--- src/rtl/uart_pkg.sv ---
// Shared UART receiver definitions: FSM state encoding and frame constants.
// ST_PARITY exists only when UART_RX_PARITY_EN is defined.
package uart_pkg;
  localparam int DATA_BITS = 8;
  localparam int STOP_BITS = 1;

  typedef enum logic [2:0] {
    ST_IDLE,
    ST_START,
    ST_DATA,
`ifdef UART_RX_PARITY_EN
    ST_PARITY,
`endif
    ST_STOP,
    ST_WAIT_IDLE
  } rx_state_e;
endpackage

--- src/rtl/sync_fifo.sv ---
// Synchronous FIFO with occupancy count. A push while full is taken only when a
// pop frees the head in the same cycle; a pop while empty is ignored.
module sync_fifo #(
  parameter int WIDTH = 8,
  parameter int DEPTH = 16
) (
  input  logic                   clk,
  input  logic                   reset,
  input  logic                   push,
  input  logic [WIDTH-1:0]       push_data,
  input  logic                   pop,
  output logic [WIDTH-1:0]       pop_data,
  output logic                   full,
  output logic                   empty,
  output logic [$clog2(DEPTH):0] count
);
  localparam int AW = $clog2(DEPTH);

  logic [WIDTH-1:0] mem_q [DEPTH];
  logic [AW-1:0]    wr_ptr_q, wr_ptr_d, rd_ptr_q, rd_ptr_d;
  logic [AW:0]      count_q, count_d;
  logic             do_push, do_pop;

  assign empty    = (count_q == '0);
  assign full     = (count_q == (AW+1)'(DEPTH));
  assign do_pop   = pop && !empty;
  assign do_push  = push && (!full || do_pop);
  assign count    = count_q;
  assign pop_data = empty ? '0 : mem_q[rd_ptr_q];

  // Pointers wrap naturally because DEPTH is a power of two.
  always_comb begin
    wr_ptr_d = wr_ptr_q;
    rd_ptr_d = rd_ptr_q;
    count_d  = count_q;
    if (do_push) wr_ptr_d = wr_ptr_q + 1'b1;
    if (do_pop)  rd_ptr_d = rd_ptr_q + 1'b1;
    if (do_push && !do_pop)      count_d = count_q + 1'b1;
    else if (do_pop && !do_push) count_d = count_q - 1'b1;
  end

  always_ff @(posedge clk) begin
    if (reset) begin
      wr_ptr_q <= '0;
      rd_ptr_q <= '0;
      count_q  <= '0;
    end else begin
      wr_ptr_q <= wr_ptr_d;
      rd_ptr_q <= rd_ptr_d;
      count_q  <= count_d;
    end
  end

  always_ff @(posedge clk) begin
    if (do_push) mem_q[wr_ptr_q] <= push_data;
  end
endmodule

--- src/rtl/uart_rx_fifo.sv ---
// UART receiver (8N1, or 8E1 with UART_RX_PARITY_EN defined) feeding a byte FIFO.
// Bit timing is a down-counter reloaded per sample; a sample happens at terminal count.
module uart_rx_fifo
  import uart_pkg::*;
#(
  parameter int CLKS_PER_HALF_BIT = 53,
  parameter int FIFO_DEPTH        = 16
) (
  input  logic                        clk,
  input  logic                        reset,
  input  logic                        ser_rx,
  output logic [DATA_BITS-1:0]        rx_data,
  output logic                        rx_valid,
  input  logic                        rx_ready,
  output logic [$clog2(FIFO_DEPTH):0] fifo_count,
  output logic                        overrun,
  input  logic                        ovr_clr,
  output logic                        frame_err
`ifdef UART_RX_PARITY_EN
  ,
  output logic                        parity_err
`endif
);
  // state        | meaning
  // ST_IDLE      | line idle, waiting for a falling edge
  // ST_START     | timing to start-bit mid-point, false start if high there
  // ST_DATA      | sampling 8 data bits LSB first
  // ST_PARITY    | sampling the even-parity bit (parity build only)
  // ST_STOP      | sampling stop bit, push byte if good
  // ST_WAIT_IDLE | framing error seen, waiting for the line to return high
  localparam int CW = $clog2(2 * CLKS_PER_HALF_BIT);
  localparam int BW = $clog2(DATA_BITS);
  localparam logic [CW-1:0] HALF_LD = CW'(CLKS_PER_HALF_BIT - 1);
  localparam logic [CW-1:0] FULL_LD = CW'(2 * CLKS_PER_HALF_BIT - 1);

  rx_state_e            state_q, state_d;
  logic [CW-1:0]        cnt_q, cnt_d;
  logic [BW-1:0]        bit_idx_q, bit_idx_d;
  logic [DATA_BITS-1:0] shift_q, shift_d;
  logic                 sync1_q, sync1_d, sync2_q, sync2_d, rx_prev_q, rx_prev_d;
  logic                 frame_err_q, frame_err_d, overrun_q, overrun_d;
  logic                 push, tick, rx_s, fifo_full, fifo_empty;
`ifdef UART_RX_PARITY_EN
  logic                 par_bit_q, par_bit_d, parity_err_q, parity_err_d;
`endif

  assign rx_s = sync2_q;
  assign tick = (cnt_q == '0);

  always_comb begin
    sync1_d     = ser_rx;
    sync2_d     = sync1_q;
    rx_prev_d   = sync2_q;
    state_d     = state_q;
    cnt_d       = tick ? cnt_q : cnt_q - 1'b1;
    bit_idx_d   = bit_idx_q;
    shift_d     = shift_q;
    push        = 1'b0;
    frame_err_d = 1'b0;
`ifdef UART_RX_PARITY_EN
    par_bit_d    = par_bit_q;
    parity_err_d = 1'b0;
`endif
    unique case (state_q)
      ST_IDLE: if (rx_prev_q && !rx_s) begin
        state_d = ST_START;
        cnt_d   = HALF_LD;
      end
      ST_START: if (tick) begin
        if (rx_s) begin
          state_d = ST_IDLE;
        end else begin
          state_d   = ST_DATA;
          cnt_d     = FULL_LD;
          bit_idx_d = '0;
        end
      end
      ST_DATA: if (tick) begin
        shift_d   = {rx_s, shift_q[DATA_BITS-1:1]};
        cnt_d     = FULL_LD;
        bit_idx_d = bit_idx_q + 1'b1;
        if (bit_idx_q == BW'(DATA_BITS - 1)) begin
          bit_idx_d = '0;
`ifdef UART_RX_PARITY_EN
          state_d   = ST_PARITY;
`else
          state_d   = ST_STOP;
`endif
        end
      end
`ifdef UART_RX_PARITY_EN
      ST_PARITY: if (tick) begin
        par_bit_d = rx_s;
        cnt_d     = FULL_LD;
        state_d   = ST_STOP;
      end
`endif
      ST_STOP: if (tick) begin
`ifdef UART_RX_PARITY_EN
        parity_err_d = (bit_idx_q == '0) && (par_bit_q != ^shift_q);
`endif
        if (!rx_s) begin
          frame_err_d = 1'b1;
          state_d     = ST_WAIT_IDLE;
        end else if (bit_idx_q == BW'(STOP_BITS - 1)) begin
`ifdef UART_RX_PARITY_EN
          push    = (par_bit_q == ^shift_q);
`else
          push    = 1'b1;
`endif
          state_d = ST_IDLE;
        end else begin
          bit_idx_d = bit_idx_q + 1'b1;
          cnt_d     = FULL_LD;
        end
      end
      ST_WAIT_IDLE: if (rx_s) state_d = ST_IDLE;
      default: state_d = ST_IDLE;
    endcase
  end

  // A clear and an overrun in the same cycle leave the flag set.
  always_comb begin
    overrun_d = overrun_q;
    if (ovr_clr) overrun_d = 1'b0;
    if (push && fifo_full && !rx_ready) overrun_d = 1'b1;
  end

  always_ff @(posedge clk) begin
    if (reset) begin
      state_q     <= ST_IDLE;
      cnt_q       <= '0;
      bit_idx_q   <= '0;
      shift_q     <= '0;
      sync1_q     <= 1'b1;
      sync2_q     <= 1'b1;
      rx_prev_q   <= 1'b1;
      frame_err_q <= 1'b0;
      overrun_q   <= 1'b0;
`ifdef UART_RX_PARITY_EN
      par_bit_q    <= 1'b0;
      parity_err_q <= 1'b0;
`endif
    end else begin
      state_q     <= state_d;
      cnt_q       <= cnt_d;
      bit_idx_q   <= bit_idx_d;
      shift_q     <= shift_d;
      sync1_q     <= sync1_d;
      sync2_q     <= sync2_d;
      rx_prev_q   <= rx_prev_d;
      frame_err_q <= frame_err_d;
      overrun_q   <= overrun_d;
`ifdef UART_RX_PARITY_EN
      par_bit_q    <= par_bit_d;
      parity_err_q <= parity_err_d;
`endif
    end
  end

  sync_fifo #(
    .WIDTH (DATA_BITS),
    .DEPTH (FIFO_DEPTH)
  ) u_fifo (
    .clk       (clk),
    .reset     (reset),
    .push      (push),
    .push_data (shift_q),
    .pop       (rx_ready),
    .pop_data  (rx_data),
    .full      (fifo_full),
    .empty     (fifo_empty),
    .count     (fifo_count)
  );

  assign rx_valid  = !fifo_empty;
  assign overrun   = overrun_q;
  assign frame_err = frame_err_q;
`ifdef UART_RX_PARITY_EN
  assign parity_err = parity_err_q;
`endif
endmodule
--- config.mk ---
export PLATFORM = sky130hd
export DESIGN_NAME = uart_rx_fifo
export DESIGN_NICKNAME = d
export VERILOG_FILES = /design/src/rtl/uart_pkg.sv /design/src/rtl/sync_fifo.sv /design/src/rtl/uart_rx_fifo.sv
export SDC_FILE = /design/constraint.sdc
export NUM_CORES = 1
export LEC_CHECK = 0
export BUFFER_PORTS_ARGS = -buffer_cell sky130_fd_sc_hd__buf_2
export CORE_MARGIN = 2
export CORE_UTILIZATION = 60
export CTS_BUF_LIST = sky130_fd_sc_hd__clkbuf_16
export DETAILED_ROUTE_END_ITERATION = 16
export GPL_TIMING_DRIVEN = 1
export PLACE_DENSITY = 0.85
export SETUP_SLACK_MARGIN = 0.4
export SLEW_MARGIN = 20
export SYNTH_ARGS = -nofsm -noshare
export SYNTH_HDL_FRONTEND = slang
export SYNTH_HIERARCHICAL = 1
export SYNTH_SLANG_ARGS = --single-unit
export TNS_END_PERCENT = 100
--- constraint.sdc ---
create_clock -name clk -period 3.9 [get_ports clk]
set_input_delay 0.195 -clock clk [delete_from_list [all_inputs] [get_ports clk]]
set_output_delay 0.195 -clock clk [all_outputs]
set_load 0.005 [all_outputs]
==> run metrics, run 1 <==
status finished, final reports clean; final wirelength 14210 µm; via count between 4000 and 5000; first-pass GRT wire length 22340 µm; Layout Nets 512; Worst Path Required approximately 4.2 ns; R2R Setup Slk 0.58 ns; pin count of the biggest net entering global routing 42; FILL cells 784; HP Start ovr_clr; vias in the first global route between 4000 and 5000; Overall Global Routing Usage a little under a quarter; Yosys top cell by area edfxtp_1; Post-Syn Area 0.007233 mm²; Finished Cell Area 0.008030 mm²; post-DP HPWL just under 9000 µm; core footprint 0.01191 mm²; Hold Crit Endpoint overrun; antenna violations before repair 0; unrepaired setup endpoints after global routing no; Netlist cell types 60; CTS tree yes; hold depth 3; share of cells above drive strength 1 19.05%; drt wl/cell 21.83 µm; H-Tree Depth 4; Critical R2R Capture u_fifo/count[4]; row count 40; max_slew headroom 33.93%; synthesized net count a little under 500; Worst R2R Start cnt_q[0]; GR Overflow Total 0; Critical Path Sink Type flop; Die ar. 0.01295 mm²; Gate Count Post-Synth 470; hold crit path type primary input to flop; Comb pwr share about a fifth; Startpoint Class flop; fin crit period 3.318 ns; IR drop worst, VDD a little under 0.4 mV; Die Height ~110 µm; yosys warns 6; Post-synth ARST share 0%; clock tree buffer depth 2; Worst Path Arrival 3.63 ns; measured slew at the worst slew-check pin 0.9820 ns; final setup TNS 0 ns; CTS sink cnt roughly 170; Fmax 0.3014 GHz; clock root buffer clkbuf_16; Final setup viols 0; Clock Power Share 35.4%; clock insertion delay at the later pin of the skew report 0.42 ns; Reg2Reg Depth 13; TritonRoute pass-1 iters 4; Post-Place Cell Area 0.007402 mm²; DRC 0; Routability Congestion 0.8356; number of synthesized flops with an enable pin 128; ys flop type edfxtp_1; IO Count 21; Worst-path clk slew 0.06 ns; Worst Skew 0.007078 ns; ratio of final minimum period to clock period 85.08%; port bufs 20; internal power 3.398 mW; number of nets with antenna violations after routing 0; initial core utilization 60.72%; Synth-to-Final Area Change 11.02%; die width 113.8 µm; Sequential Power Share 45.2%; total of max-cap violations 0; Seq/Total Area, Yosys 65.04%; Switching Power 1.224 mW; Sw Ratio approximately a quarter; Iter 0 DRT Violations 411; critical setup path kind flop to flop; post-synth top area share 53.14%; number of buffers created by CTS 17; vias per std cell 6.324; CP max FO 7; top cells by area, synth edfxtp_1, dfxtp_1, mux4_2, mux4_1, mux2i_1; FF+latch count, synth 171; Syn Area/Cell 15.39 µm²; final hold violation count 0; Final Max Slew Viols 0; n_diodes 0; pwr/cell area 575.6 mW/mm²; leakage 2.782 nW
## cells in the mapped netlist, drive strengths merged (2+ instances only)
| cell | n |
|---|---|
| xor2 | 6 |
| clkbuf | 13 |
| nor3 | 11 |
| mux4 | 32 |
| or3 | 4 |
| o22ai | 2 |
| xnor2 | 4 |
| buf | 14 |
| o21ai | 8 |
| a21boi | 2 |
| nor2 | 46 |
| a31o | 2 |
| nor2b | 13 |
| inv | 13 |
| or4 | 3 |
| or2 | 3 |
| nand3 | 2 |
| mux2 | 2 |
| nand2b | 5 |
| o311a | 2 |
| mux2i | 19 |
| and2 | 2 |
| nor4 | 6 |
| ha | 15 |
| nand2 | 14 |
| a21o | 3 |
| nand4 | 2 |
| a21oi | 13 |
| a211oi | 17 |
| o211ai | 3 |
| nand3b | 2 |
| dfxtp | 43 |
| edfxtp | 128 |
| o31ai | 2 |
## how the worst max path moves through the flow
stage	start	depth (start not counted)	slack [ns]	endpoint
2_1_floorplan	cnt_q[0]	13	0.76	u_fifo/count[4]
3_3_place_gp	cnt_q[0]	13	0.47	u_fifo/count[4]
3_5_place_dp	cnt_q[0]	13	0.26	u_fifo/count[4]
4_1_cts	cnt_q[0]	13	0.43	u_fifo/count[4]
5_1_grt	cnt_q[0]	13	0.38	u_fifo/count[4]
6_report	cnt_q[0]	13	0.58	u_fifo/count[4]
## cell type report
class / count / area, µm² / share of cell area, %
Clock buffer: 17 / 425.4 / 5.298
Inverter: 13 / 51.30 / 0.6388
Clock inverter: 15 / 160.2 / 1.994
Tap cell: 147 / 183.9 / 2.290
Sequential cell: 171 / 4705 / 58.59
Multi-Input combinational cell: 259 / 2335 / 29.07
Timing Repair Buffer: 29 / 170.2 / 2.119
## through the flow
stage                     instances  setup slack, ns  utilization (%)  hold slack (ns)  power, mW
after floorplan                 470           0.7644                -           0.2988      2.811
after global placement          617           0.4677            62.14           0.3793      2.955
after detailed placement        617           0.2612            62.14           0.3931      2.995
after CTS                       650           0.4325            67.26          0.04066      4.648
after global routing            651           0.3844            67.42          0.05564      4.815
final                           651           0.5820            67.42          0.05785      4.622
## layer usage
layer / part of all wire [%] / wire length (µm) / track usage [%]
met1: 42 / 5932 / 31.22
met2: 51 / 7227 / 38.08
met3: 5.9 / 844 / 6.801
met4: 1.5 / 207 / 8.130
met5: 0 / 0 / 0
## cells by family after synthesis
logic type / count (synthesis) / synth area share, %
DFF: 171 / 65.04
adders and majority gates: 16 / 2.871
AOI/OAI and AO/OA: 64 / 6.210
buffers and inverters: 40 / 3.027
and+or+nand+nor: 116 / 8.268
muxes: 53 / 13.37
xor gates and xnor gates: 10 / 1.211
## critical path: stages (launching register included)
cell and delay (ns):
dfxtp_1 0.37, inv_1 0.12, ha_1 0.17, nor2b_2 0.20, nand3_1 0.22, nor4_4 0.27, a21boi_4 0.32, ha_1 0.21
inv_1 0.11, ha_1 0.34, a21oi_1 0.23, a211oi_1 0.11, a31oi_1 0.19, mux2_2 0.35
## power groups by stage
stage          clock network, mW  registers [mW]  logic, mW
2_1_floorplan                  0            2.09      0.726
3_3_place_gp                   0            2.12      0.835
3_5_place_dp                   0            2.13      0.867
4_1_cts                     1.67            2.09      0.886
5_1_grt                     1.73            2.11      0.977
6_report                    1.64            2.09      0.893
## layout by cell type, fill, tap and decap left out, drive strengths merged, types with 3 or more instances in the layout
cell type  Yosys  final
bufinv         0      3
xor2           6      6
xnor2          4      4
clkinv         0      3
clkbuf        13     17
a211oi        17     17
nor4           6      6
nor3          11     11
mux2i         19     19
or3            4      4
or4            3      3
nand2         14     14
ha            15     15
edfxtp       128    128
o21ai          8      8
clkinvlp       0      6
o211ai         3      3
nor2          46     46
or2            3      3
buf           14     28
nor2b         13     13
inv           13     16
dfxtp         43     43
a21oi         13     13
a21o           3      3
mux4          32     32
nand2b         5      5
## sequential cells by signal, indices dropped and copies added (netlist names), named ones only
register	count
u_fifo/mem_q	128
shift_q	8
cnt_q	7
u_fifo/count	5
u_fifo/rd_ptr_q	4
u_fifo/wr_ptr_q	4
bit_idx_q	3
state_q	3
frame_err	1
overrun	1
rx_prev_d	1
rx_prev_q	1
sync1_q	1
## repair_timing
item                                    4_1_cts  5_1_grt
hold buffers                                  1        0
pin swaps                                     0        1
endpoints found under the setup margin        2        3
setup buffers                                 0        1
endpoints found under the hold margin         1        0
resized for setup                             2        2
(Power assumes the default switching activity.)
==> run 2, diff against run 1 <==
CORE_UTILIZATION = 62   (was 60)
PLACE_DENSITY = 0.87   (was 0.85)
==> run metrics, run 2 (synthesis results as in run 1) <==
Final setup viols 0 (unchanged); core footprint 0.01142 mm² (-4.1%); IO Count 21 (unchanged); internal power 3.349 mW (-1.4%); most frequent CP cell ha_1; hold depth 3 (unchanged); critical setup path kind flop to flop; Seq. cell area 0.004705 mm² (unchanged); die width 112.0 µm (-1.6%); crit path launch cnt_q[0]; Switching Power 1.267 mW (+3.5%); area occupied by multi-input gates 0.002337 mm² (+0.11%); pin count of the biggest net entering global routing 42 (unchanged); final wirelength 14570 µm (+2.5%); Critical Path Sink Type flop; Reg2Reg Depth 13 (unchanged); max FFs per register 128 (unchanged); via count 4165 (+1.2%); commonest non-fill, non-tap cell in the layout edfxtp_1; fin crit period 3.417 ns (+0.09879 ns); measured slew at the worst slew-check pin 0.9566 ns (-0.02540 ns); status finished, final reports clean; antenna violations before repair 0 (unchanged); ratio of final minimum period to clock period 87.61% (+2.5 points); Worst Path Arrival 3.73 ns (+0.10 ns); Sequential Power Share 45.4% (+0.2 points); max_slew headroom 35.99% (+2.1 points); post-DP HPWL 8642 µm (-1.3%); Die Height 112.0 µm (-1.6%); Hold Crit Endpoint overrun; Iter 0 DRT Violations 371 (-9.7%); clock root buffer clkbuf_16; Synth-to-Final Area Change 11.16%; IR drop worst, VDD 0.3149 mV (-19%); Worst R2R Start cnt_q[0]; most frequent cells in the layout edfxtp_1, nor2_1, dfxtp_1; vias per std cell 6.408 (+1.3%); final hold violation count 0 (unchanged); Fmax 0.2927 GHz (-2.9%); GR Overflow Total 0 (unchanged); Worst-path clk slew 0.06 ns (about the same); final setup TNS 0 ns (unchanged); R2R Setup Slk 0.48 ns (-0.10 ns); critical path's slowest cell dfxtp_1; first-pass GRT wire length 22940 µm (+2.7%); CP max FO 7 (unchanged); total of max-cap violations 0 (unchanged); initial core utilization 63.35% (+2.6 points); largest stage delay on the critical path 0.38 ns (about the same); Comb pwr share 19.6% (+0.3 points); clock tree buffer depth 2 (unchanged); drt wl/cell 22.41 µm (+2.7%); vias in the first global route 4167 (+2.0%); port bufs 20 (unchanged); Critical R2R Capture u_fifo/count[4]; H-Tree Depth 4 (unchanged); CP top delay family compound AO/OA/AOI/OAI gates; pwr/cell area 574.1 mW/mm² (-0.26%); clock insertion delay at the later pin of the skew report 0.43 ns (about the same); Sw Ratio 27.44% (+0.96 points); unrepaired setup endpoints after global routing no; number of buffers created by CTS 17 (unchanged); CTS sink cnt 171 (unchanged); FILL cells 728 (-7.1%); Die ar. 0.01255 mm² (-3.1%); Worst Skew 0.007584 ns (+0.0005064 ns); Worst Path Required 4.21 ns (about the same); TritonRoute pass-1 iters 5 (+1); share of cells above drive strength 1 20.12% (+1.1 points); Clock Power Share 35.0% (-0.4 points); number of nets with antenna violations after routing 0 (unchanged); row count 39 (-2.5%); DRC 0 (unchanged); cells along the critical path inv_1 -> ha_1 -> nor2b_1 -> nand3_2 -> nor4_4 -> a21boi_4 -> ha_1 -> inv_1 -> ha_1 -> a21oi_1 -> a211oi_1 -> a31oi_1 -> mux2_2; Startpoint Class flop; leakage 2.788 nW (+0.21%); Layout Nets 515 (+0.59%); Routability Congestion 0.8252 (-1.2%); Design Power 4.616 mW (-0.14%); Final Max Slew Viols 0 (unchanged); HP Start ovr_clr; hold crit path type primary input to flop; Top reg by flops u_fifo/mem_q; Largest regs u_fifo/mem_q: 128 flops, shift_q: 8 flops, cnt_q: 7 flops; n_diodes 0 (unchanged); Overall Global Routing Usage 24.74% (+1.1 points); CTS tree yes; Worst Path Buf+Inv 2 (unchanged)
==> run 2: changes by cell type in the layout (fill, tap and decap cells not counted), sizes merged <==
cell / delta
buf: +3
bufinv: -1
clkinv: +1
==> run 2: worst max path at each step <==
stage | end | slack [ns] | cells after the start
floorplan | u_fifo/count[4] | 0.76 | 13
global placement | u_fifo/count[4] | 0.48 | 13
detailed placement | u_fifo/count[4] | 0.20 | 13
CTS | u_fifo/count[4] | 0.46 | 13
global route | u_fifo/count[4] | 0.33 | 13
finish | u_fifo/count[4] | 0.48 | 13
==> run 2: final cells by class <==
| cell class | instances | area share, % |
|---|---|---|
| flip-flops and latches | 171 | 58.51 |
| multi-input cells | 259 | 29.07 |
| clock buffers | 17 | 5.291 |
| repair buffers | 32 | 2.397 |
| well taps | 143 | 2.225 |
| clock inverters | 15 | 1.867 |
| inverters | 13 | 0.6380 |
==> run 2: routing by layer <==
metal,GRT usage [%],wire (µm),vias to the layer above
met5,0,0,-
met4,8.537,300,0
met3,5.940,797,21
met2,41.41,7716,160
met1,32.35,5754,2109
li1,-,-,1875
==> run 2: what timing repair did <==
action / 4_1_cts / 5_1_grt
pin swaps: 0 / 1
gates resized for setup: 3 / 1
hold buffers: 1 / 0
setup buffers: 0 / 2
hold endpoints to repair: 1 / 0
endpoints found under the setup margin: 2 / 2
==> run 2: stage by stage <==
step	util, %	setup WS, ns	area (µm²)	cells	hold WS (ns)
after detailed placement	64.91	0.1962	7412	615	0.3916
after floorplan	-	0.7644	7233	470	0.2988
after CTS	70.24	0.4612	8020	648	0.01870
final	70.41	0.4832	8040	650	0.03175
after global routing	70.41	0.3264	8040	650	0.07215
after global placement	64.91	0.4760	7412	615	0.3795
==> run 2: tightest hold or removal path, stage by stage <==
cell and delay [ns]:
buf_2 0.07, nand2b_1 0.09, a21oi_1 0.05
==> run 2: power groups by stage <==
stage               Clock, mW  Sequential, mW  Combinational (mW)
floorplan                   0            2.09               0.726
global placement            0            2.12               0.844
detailed placement          0            2.13               0.878
CTS                      1.64            2.09               0.901
global route             1.71            2.11               0.986
finish                   1.62            2.09               0.904
